<file path="config.mk">
export PLATFORM = sky130hd
export DESIGN_NAME = sprite_anim_mux
export DESIGN_NICKNAME = d
export VERILOG_FILES = /design/src/rtl/sprite_anim_mux.sv
export SDC_FILE = /design/constraint.sdc
export NUM_CORES = 1
export LEC_CHECK = 0
export CORE_MARGIN = 2
export CORE_UTILIZATION = 43
export DETAILED_ROUTE_END_ITERATION = 10
export PLACE_DENSITY = 0.82
export SYNTH_ARGS = -nofsm -noshare
export SYNTH_HDL_FRONTEND = slang
export SYNTH_SLANG_ARGS = --single-unit
</file>
<file path="constraint.sdc">
create_clock -name clk -period 4.4 [get_ports clk]
set_clock_uncertainty 0.15 [all_clocks]
set_input_delay 0.66 -clock clk [delete_from_list [all_inputs] [get_ports clk]]
set_output_delay 0.66 -clock clk [all_outputs]
set_load 0.005 [all_outputs]
</file>
<file path="src/rtl/sprite_anim_mux.sv">
// Sprite source selector and animation sequencer: latches anim_state on frame_tick, muxes one sprite-ROM channel.
// Latency: 1 cycle from src_pix/pix_valid_in to pix_out/pix_valid_out/opaque; src_sel/mirror/frame_idx update the cycle after frame_tick.
// Backpressure: none; accepts a pixel every cycle and never stalls.
module sprite_anim_mux #(
  parameter int PIX_W       = 4,
  parameter int NUM_SRC     = 4,
  parameter int STATE_W     = 4,
  parameter int FRAMES      = 4,
  parameter int TICK_DIV    = 6,
  parameter int TRANSPARENT = 0,
  localparam int SEL_W      = (NUM_SRC > 1) ? $clog2(NUM_SRC) : 1,
  localparam int FRM_W      = (FRAMES > 1) ? $clog2(FRAMES) : 1
) (
  input  logic                     clk,
  input  logic                     reset_n,
  input  logic                     frame_tick,
  input  logic [STATE_W-1:0]       anim_state,
  input  logic [NUM_SRC*PIX_W-1:0] src_pix,
  input  logic                     pix_valid_in,
  output logic [PIX_W-1:0]         pix_out,
  output logic                     pix_valid_out,
  output logic                     opaque,
  output logic [SEL_W-1:0]         src_sel,
  output logic [FRM_W-1:0]         frame_idx,
  output logic                     mirror
);

  localparam int DIV_W = (TICK_DIV > 1) ? $clog2(TICK_DIV) : 1;
  localparam int ACT_W = STATE_W - 1;

  localparam logic [PIX_W-1:0] TRANS_PIX = PIX_W'(TRANSPARENT);
  localparam logic [DIV_W-1:0] DIV_LAST  = DIV_W'(TICK_DIV - 1);
  localparam logic [FRM_W-1:0] FRM_LAST  = FRM_W'(FRAMES - 1);

  logic [STATE_W-1:0] active_state;
  logic [DIV_W-1:0]   div_cnt;
  logic [ACT_W-1:0]   new_action;
  logic [ACT_W-1:0]   cur_action;
  logic               new_in_range;
  logic [PIX_W-1:0]   sel_pix;

  assign new_action   = anim_state[STATE_W-1:1];
  assign cur_action   = active_state[STATE_W-1:1];
  assign new_in_range = (32'(new_action) < NUM_SRC);

  // Facing bit lives directly in the latched state register, so it is already registered.
  assign mirror = active_state[0];

  // Latch the requested state on each frame tick and step the animation counters.
  always_ff @(posedge clk or negedge reset_n) begin
    if (!reset_n) begin
      active_state <= '0;
      src_sel      <= '0;
      div_cnt      <= '0;
      frame_idx    <= '0;
    end else if (frame_tick) begin
      active_state <= anim_state;
      src_sel      <= new_in_range ? SEL_W'(new_action) : '0;
      if ((new_action != cur_action) || (new_action == '0)) begin
        // A new action restarts its cycle; idle never animates.
        div_cnt   <= '0;
        frame_idx <= '0;
      end else if (div_cnt == DIV_LAST) begin
        div_cnt   <= '0;
        frame_idx <= (frame_idx == FRM_LAST) ? '0 : frame_idx + 1'b1;
      end else begin
        div_cnt <= div_cnt + 1'b1;
      end
    end
  end

  // Pick the channel addressed by the current (pre-tick) src_sel register.
  always_comb begin
    sel_pix = src_pix[PIX_W-1:0];
    for (int k = 0; k < NUM_SRC; k++) begin
      if (src_sel == SEL_W'(k)) begin
        sel_pix = src_pix[k*PIX_W +: PIX_W];
      end
    end
  end

  // Register the selected pixel; invalid cycles present the transparent index.
  always_ff @(posedge clk or negedge reset_n) begin
    if (!reset_n) begin
      pix_out       <= TRANS_PIX;
      pix_valid_out <= 1'b0;
      opaque        <= 1'b0;
    end else begin
      pix_out       <= pix_valid_in ? sel_pix : TRANS_PIX;
      pix_valid_out <= pix_valid_in;
      opaque        <= pix_valid_in && (sel_pix != TRANS_PIX);
    end
  end

endmodule

</file>
=== Word-level counts from Yosys, hierarchy flattened ===
Cells that the tools add are included.

* Word-level logic and storage cells: 32
* Output and inout port bits: 11
* Register bits after elaboration: 17

* Magnitude comparators: 1
* Reduce and logical (&&, ||, !) cells: 6
* Add/sub/neg operators: 2
* Multiplexer cells: 10
* Equal/unequal tests: 6

{| class="wikitable"
|+ Operators by type and width
! cell !! count
|-
| $mux 4 || 4
|-
| $mux 2 || 4
|-
| $eq 2x2->1 const B || 3
|-
| $mux 3 || 2
|-
| $reduce_bool 4->1 || 1
|-
| $add 3x1->3 const B || 1
|-
| $eq 3x3->1 const B || 1
|-
| $logic_not 3->1 || 1
|-
| $lt 3x3->1 const B || 1
|-
| $ne 3x3->1 || 1
|-
| $add 2x1->2 const B || 1
|-
| $eq 2x1->1 const B || 1
|-
| $reduce_and 2->1 || 1
|-
| $reduce_bool 2->1 || 1
|-
| $logic_and 1x1->1 || 1
|-
| $logic_or 1x1->1 || 1
|}

=== Depth between registers and ports, before layout ===
Gate-level depths: netlist of the first run.

* Word-level depth: 6
* Depth in mapped cells: 4
* Mapped depth without buffers: 4

=== Worst setup path after synthesis of the first run ===
OpenSTA, ideal clock, no wires.

* Path type: input to register
* Start: input port anim_state[3]
* End: register frame_idx[0]
* Slack: 2420 ps
* Setup time: 66 ps
* Stages: 4
* Arrival time: 1764 ps
* Cells stage by stage: xor2_1 or4_4 nor4b_4 a22o_1

* Longest elaborated chain between the ends: 4
* Elaborated cells on any way between the ends: 6
* Classes of those cells: 1 x eq/ne; 1 x mux; 4 x reduce/logical

{| class="wikitable"
|+ RTL lines
! what !! RTL line !! RTL
|-
| start, declared || 17 || <nowiki>input logic [STATE_W-1:0] anim_state,</nowiki>
|-
| $ne 3x3->1 / $logic_not 3->1 (equally long branches) || 59 || <nowiki>if ((new_action != cur_action) || (new_action == '0)) begin</nowiki>
|-
| $logic_or 1x1->1 (*) || 59 ||
|-
| $reduce_bool 2->1 (no line) || -- ||
|-
| $reduce_and 2->1 (no line) || -- ||
|-
| end signal, assigned || 65 || <nowiki>frame_idx <= (frame_idx == FRM_LAST) ? '0 : frame_idx + 1'b1;</nowiki>
|-
| end, declared || 24 || <nowiki>output logic [FRM_W-1:0] frame_idx,</nowiki>
|}

Every way passes the cells marked *; elsewhere a longest branch is shown, timed or not.
A chain may end at the register's enable or synchronous reset.

=== Worst setup path in the final report of the first run ===
* Start: input port anim_state[3]
* End: register frame_idx[1]

The elaborated chain is that of the path after synthesis.

==> results of run 1 <==
-- report_power, final --
part           internal, mW  switching, mW
Combinational        0.0482         0.0246
Clock                0.0338         0.0502
Sequential            0.167        0.00918
-- area by class of cell --
class                      instances  area, um2
clock buffer                       3       22.5
sequential                        17        425
multi-input combinational         37        357
clock inverter                     1       5.00
tap                               25       31.3
timing repair buffer              34        340
inverter                           3       11.3
fill                             134        553
-- sequential cells by signal, summed over array words and instances, names as in the netlist --
name           count
active_state       4
pix_valid_out      1
src_sel            2
frame_idx          2
div_cnt            3
pix_out            4
opaque             1
-- final timing paths --
check / to / slack [ns] / cells after the start
max: frame_idx[1] / 2.17 / 5
min: active_state[0] / 0.37 / 1
max reg2reg: frame_idx[1] / 2.58 / 4
min reg2reg: active_state[0] / 0.37 / 1
max in group asynchronous: active_state[3] / 2.97 / 1
min in group asynchronous: pix_valid_out / 0.66 / 1
-- logic make-up after synthesis --
group	Yosys count	synth area share [%]
compound gates	10	9.22
mux	8	16.9
flops	17	53.1
simple gates	15	13.6
buf+inv	5	2.34
fa+ha+maj	1	1.56
xor+xnor	3	3.28
-- through the flow --
step / worst slack, ns / hold WS (ns) / std cells / util (%)
after global routing: 2.11 / 0.408 / 120 / 68.3
after floorplan: 2.42 / 0.214 / 59 / -
after detailed placement: 1.86 / 0.345 / 116 / 66.7
final: 2.17 / 0.365 / 120 / 68.3
after CTS: 2.17 / 0.369 / 120 / 68.3
after global placement: 1.91 / 0.342 / 116 / 66.7
-- worst max-delay path, cell delays in order --
cell	delay (ns)
clkdlybuf4s50_1	0.46
xor2_1	0.16
or4_4	0.58
nor4b_4	0.28
a22o_1	0.16
-- metal layers --
layer  share of wire [%]  GRT usage [%]  vias to the layer above
met2                  53           31.8                       24
met4                 2.1           12.2                        0
met3                 6.3           2.31                        4
met5                   0              0                        -
met1                  38           18.8                      303
li1                    -              -                      290
-- cell usage in the layout, fill, tap and decap left out, drive strengths merged --
| cell | count |
|---|---|
| nor2 | 3 |
| clkbuf | 3 |
| or4 | 1 |
| nand3b | 3 |
| nor4b | 1 |
| dfrtp | 17 |
| and3 | 1 |
| and2 | 4 |
| ha | 1 |
| mux2 | 4 |
| a22oi | 1 |
| inv | 3 |
| xor2 | 3 |
| nor3 | 1 |
| o41a | 1 |
| o21ai | 4 |
| mux4 | 4 |
| clkinv | 1 |
| clkdlybuf4s50 | 34 |
| a22o | 4 |
| nand2 | 1 |
==> summary.txt, run 1 <==
CTS H-tree lvls = 1
Worst-skew pair later-pin latency = 0.29 ns
Synthesis Warnings = 0
Worst Tran Pin Value = 0.758 ns
Status = finished clean
CTS tree = built
Initial antenna violation count = 0
Maximum vdd drop = 0.168 mV
Row count = 15
Synth top area cells = dfrtp_1 (53%), mux4_2 (11%), mux2_2 (5.6%), a22o_1 (4.4%), xor2_1 (3.3%)
First-pass GRT wire length = 2570 um
Cts hold-fix bufs = 0
Fin crit share = 50.7%
Asr flop ratio synth = 100%
Fmax = 448 MHz
Iter 0 DRT Violations = 4
HP Class = flip-flop to flip-flop
Vias in the first global route = 594
Nets = 121
Vias/cell = 5.18
Pre-antenna DRT Iters = 4
Maximum number of pins on one net before global-route repair = 18
Starting Density = 45.9%
Post-route cell area = 1190 um2
Core Region = 1750 um2
DRT antenna net count = 0
Library cells used by synthesis = 19
Clock Tree Root = clkbuf_4
Critical path type = input port to flip-flop
Area post-placement = 1160 um2
GP Congestion = 0.703
RR Startpoint = active_state[3]
Post-cts sizing count = 0
Share of cells above drive strength 1 = 14.7%
Port buffer count = 34
Leakage = 0.491 nW
Top FF cell, synth = dfrtp_1
GRT overflow = 0
Min-delay src = active_state[0]
Top-count cell post-synth = dfrtp_1
Max clock buf depth = 2
# diodes = 0
Post-Route WL = 1820 um
Worst Path Max Fanout = 5
Slew Viols, Final = 0
Worst EP arrival = 2.32 ns
# DRC = 0
Area Growth Syn to Fin = 48.9%
Max-cap viol count = 0
FF+latch count, synth = 17
Cells after synthesis = 59
Seq/Total Area, Yosys = 53.1%
Avg WL per Cell = 15.2 um
DP HPWL = 1430 um
Sum of negative setup slack = 0 ns
Critical path launch point type = input port
PwrDens = 279 nW/um2
Worst setup EP type = flip-flop
Synthesized Nets = 84
Reg clk slew, reported paths = 0.10 ns
Total track usage = 17.6%
Area leader, netlist = dfrtp_1
Yosys top cell area share = 53.1%
RSZ-0062 raised after global routing = false
I/O pin total = 35
Critical Path RT = 4.49 ns
Die Ht = 47.2 um
Pwr Total = 0.333 mW
Sink Count = 17
Final Hold Viols = 0
Vias = 621
Die area = 2220 um2
Die X = 47.2 um
CTS buffer count = 3
Syn avg cell area = 13.6 um2
Final Setup Violations = 0
EDFF count, synth = 0
Worst Setup SP = anim_state[3]
Mapped cell area = 801 um2
Max_slew headroom = 49.3%
Crit path time final = 2.23 ns
Post-CTS setup buffer count = 0
Note: power is estimated with default switching activity, not from simulation.
==> run 2: changes to the inputs <==
CORE_UTILIZATION = 40   (was 43)
PLACE_DENSITY = 0.77   (was 0.82)
clock period = 2.15 ns   (was 4.4 ns; I/O delays follow)
==> summary.txt, run 2 (synthesis results as in run 1) <==
Footprint of the multi-input gates = 357 um2 (unchanged)
Core Region = 1920 um2 (+10%)
Post-cts sizing count = 0 (unchanged)
Die area = 2380 um2 (+6.8%)
Worst R2R Setup Slack = 0.32 ns (-2.26 ns)
Reg2reg path depth = 4 (unchanged)
PwrDens = 558 nW/um2 (+100%)
Iter 0 DRT Violations = 9 (+5)
Final Hold Viols = 0 (unchanged)
Crit path buf inv count = 1 (unchanged)
Critical path launch point type = input port
Avg WL per Cell = 13.2 um (-13%)
Final Setup Violations = 0 (unchanged)
Critical Path End = frame_idx[1]
Vias/cell = 4.94 (-4.5%)
Area post-placement = 1190 um2 (+2.1%)
Pre-antenna DRT Iters = 4 (unchanged)
GP Congestion = 0.665 (-5.4%)
Maximum vdd drop = 0.427 mV (+150%)
Share of cells above drive strength 1 = 17.3% (+2.6 points)
Post-route cell area = 1220 um2 (+2.1%)
CTS H-tree lvls = 1 (unchanged)
RSZ-0062 raised after global routing = false
Worst-skew pair later-pin latency = 0.29 ns (about the same)
Post-Route WL = 1650 um (-9.2%)
CTS buffer count = 3 (unchanged)
Slowest cell on crit path = or4_4
Commonest non-fill, non-tap cell in the layout = clkdlybuf4s50_1
Biggest regs = active_state x4, pix_out x4, div_cnt x3
GRT overflow = 0 (unchanged)
DP HPWL = 1380 um (-3.9%)
CTS tree = built
Die Ht = 48.7 um (+3.4%)
Cts hold-fix bufs = 0 (unchanged)
Max clock buf depth = 2 (unchanged)
Most frequent cells in the layout = clkdlybuf4s50_1 (34), dfrtp_1 (17)
Worst Tran Pin Value = 0.293 ns (-0.465 ns)
Inst Count DP = 121 (+4.3%)
Pwr Total = 0.679 mW (+100%)
# DRC = 0 (unchanged)
# diodes = 0 (unchanged)
Max_slew headroom = 80.5% (+31 points)
Worst Path Max Fanout = 5 (unchanged)
Leakage = 0.505 nW (+2.9%)
First-pass GRT wire length = 2770 um (+7.8%)
Layout Cells excl Fill = 125 (+4.2%)
Nets = 124 (+2.5%)
Crit path time final = 1.89 ns
Hold_ws = 0.191 ns (-0.174 ns)
CP Depth = 5 (unchanged)
Initial antenna violation count = 0 (unchanged)
Vias in the first global route = 640 (+7.7%)
Critical path type = input port to flip-flop
DRT antenna net count = 0 (unchanged)
Worst Setup SP = anim_state[3]
Die X = 48.7 um (+3.4%)
Critical path's largest stage delay = 0.58 ns (about the same)
Max-cap viol count = 0 (unchanged)
Reg2reg end = frame_idx[1]
Critical path's top delay family = simple AND/OR/NAND/NOR gates
Status = finished clean
Slew Viols, Final = 0 (unchanged)
Maximum number of pins on one net before global-route repair = 18 (unchanged)
Row count = 16 (+1)
RR Startpoint = active_state[3]
Critical Path RT = 2.23 ns (-2.26 ns)
I/O pin total = 35 (unchanged)
Total track usage = 15.5% (-2.1 points)
Fill cells = 168 (+25%)
Fin util = 63.3% (-5.0 points)
Storage cell area = 425 um2 (unchanged)
Reg clk slew, reported paths = 0.10 ns (about the same)
Fmax = 529 MHz
Fin crit share = 87.9%
Worst EP arrival = 1.97 ns (-0.35 ns)
Worst setup EP type = flip-flop
Vias = 618 (-0.48%)
Critical path cell sequence = clkdlybuf4s50_1, xor2_1, or4_4, a22oi_1, a22o_1
Port buffer count = 34 (unchanged)
Area Growth Syn to Fin = 52.0%
HP Class = input port to asynchronous set/reset pin
Post-CTS setup buffer count = 0 (unchanged)
Sink Count = 17 (unchanged)
Clock Tree Root = clkbuf_4
Starting Density = 41.7% (-4.2 points)
-- run 2: cell types whose count changed in the layout (fill, tap and decap cells not counted), sizes merged --
cell	change
buf	+3
-- run 2: where the power goes --
part	internal, mW	switching, mW
Clock	0.0692	0.0997
Sequential	0.342	0.0185
Combinational	0.102	0.0481
-- run 2: stage by stage --
stage	setup slack, ns	setup TNS, ns
floorplan	0.313	0
global placement	0.000898	0
detailed placement	-0.0509	-0.111
CTS	0.259	0
global route	0.181	0
finish	0.261	0
-- run 2: area by class of cell --
type	instances	area share (%)
clock buffers	3	1.85
clock inverters	1	0.411
repair buffers	37	29.8
inverters	3	0.925
flip-flops and latches	17	34.9
well taps	27	2.77
multi-input cells	37	29.3
-- run 2: worst min path at each step --
stage / start / endpoint / slack, ns / cells past startpoint
after floorplan: reset_n / active_state[0] / -0.12 / 0
after global placement: active_state[0] / active_state[0] / 0.34 / 1
after detailed placement: active_state[0] / active_state[0] / 0.37 / 1
after CTS: reset_n / pix_out[1] / 0.19 / 2
after global routing: reset_n / pix_out[2] / 0.20 / 2
final: reset_n / pix_out[1] / 0.19 / 2
-- run 2: worst reg2reg max path, delay by kind of cell, from the launching register on --
kind,cells,cell delay [ns]
flops,1,0.42
xor+xnor,1,0.17
simple gates,1,0.58
compound gates,2,0.46
-- run 2: layer usage --
layer / vias up / global-route usage (%) / wire [um]
li1: 299 / - / -
met1: 303 / 15.7 / 647
met2: 14 / 29.9 / 934
met3: 2 / 4.01 / 59
met4: 0 / 5.71 / 8
met5: - / 0 / 0
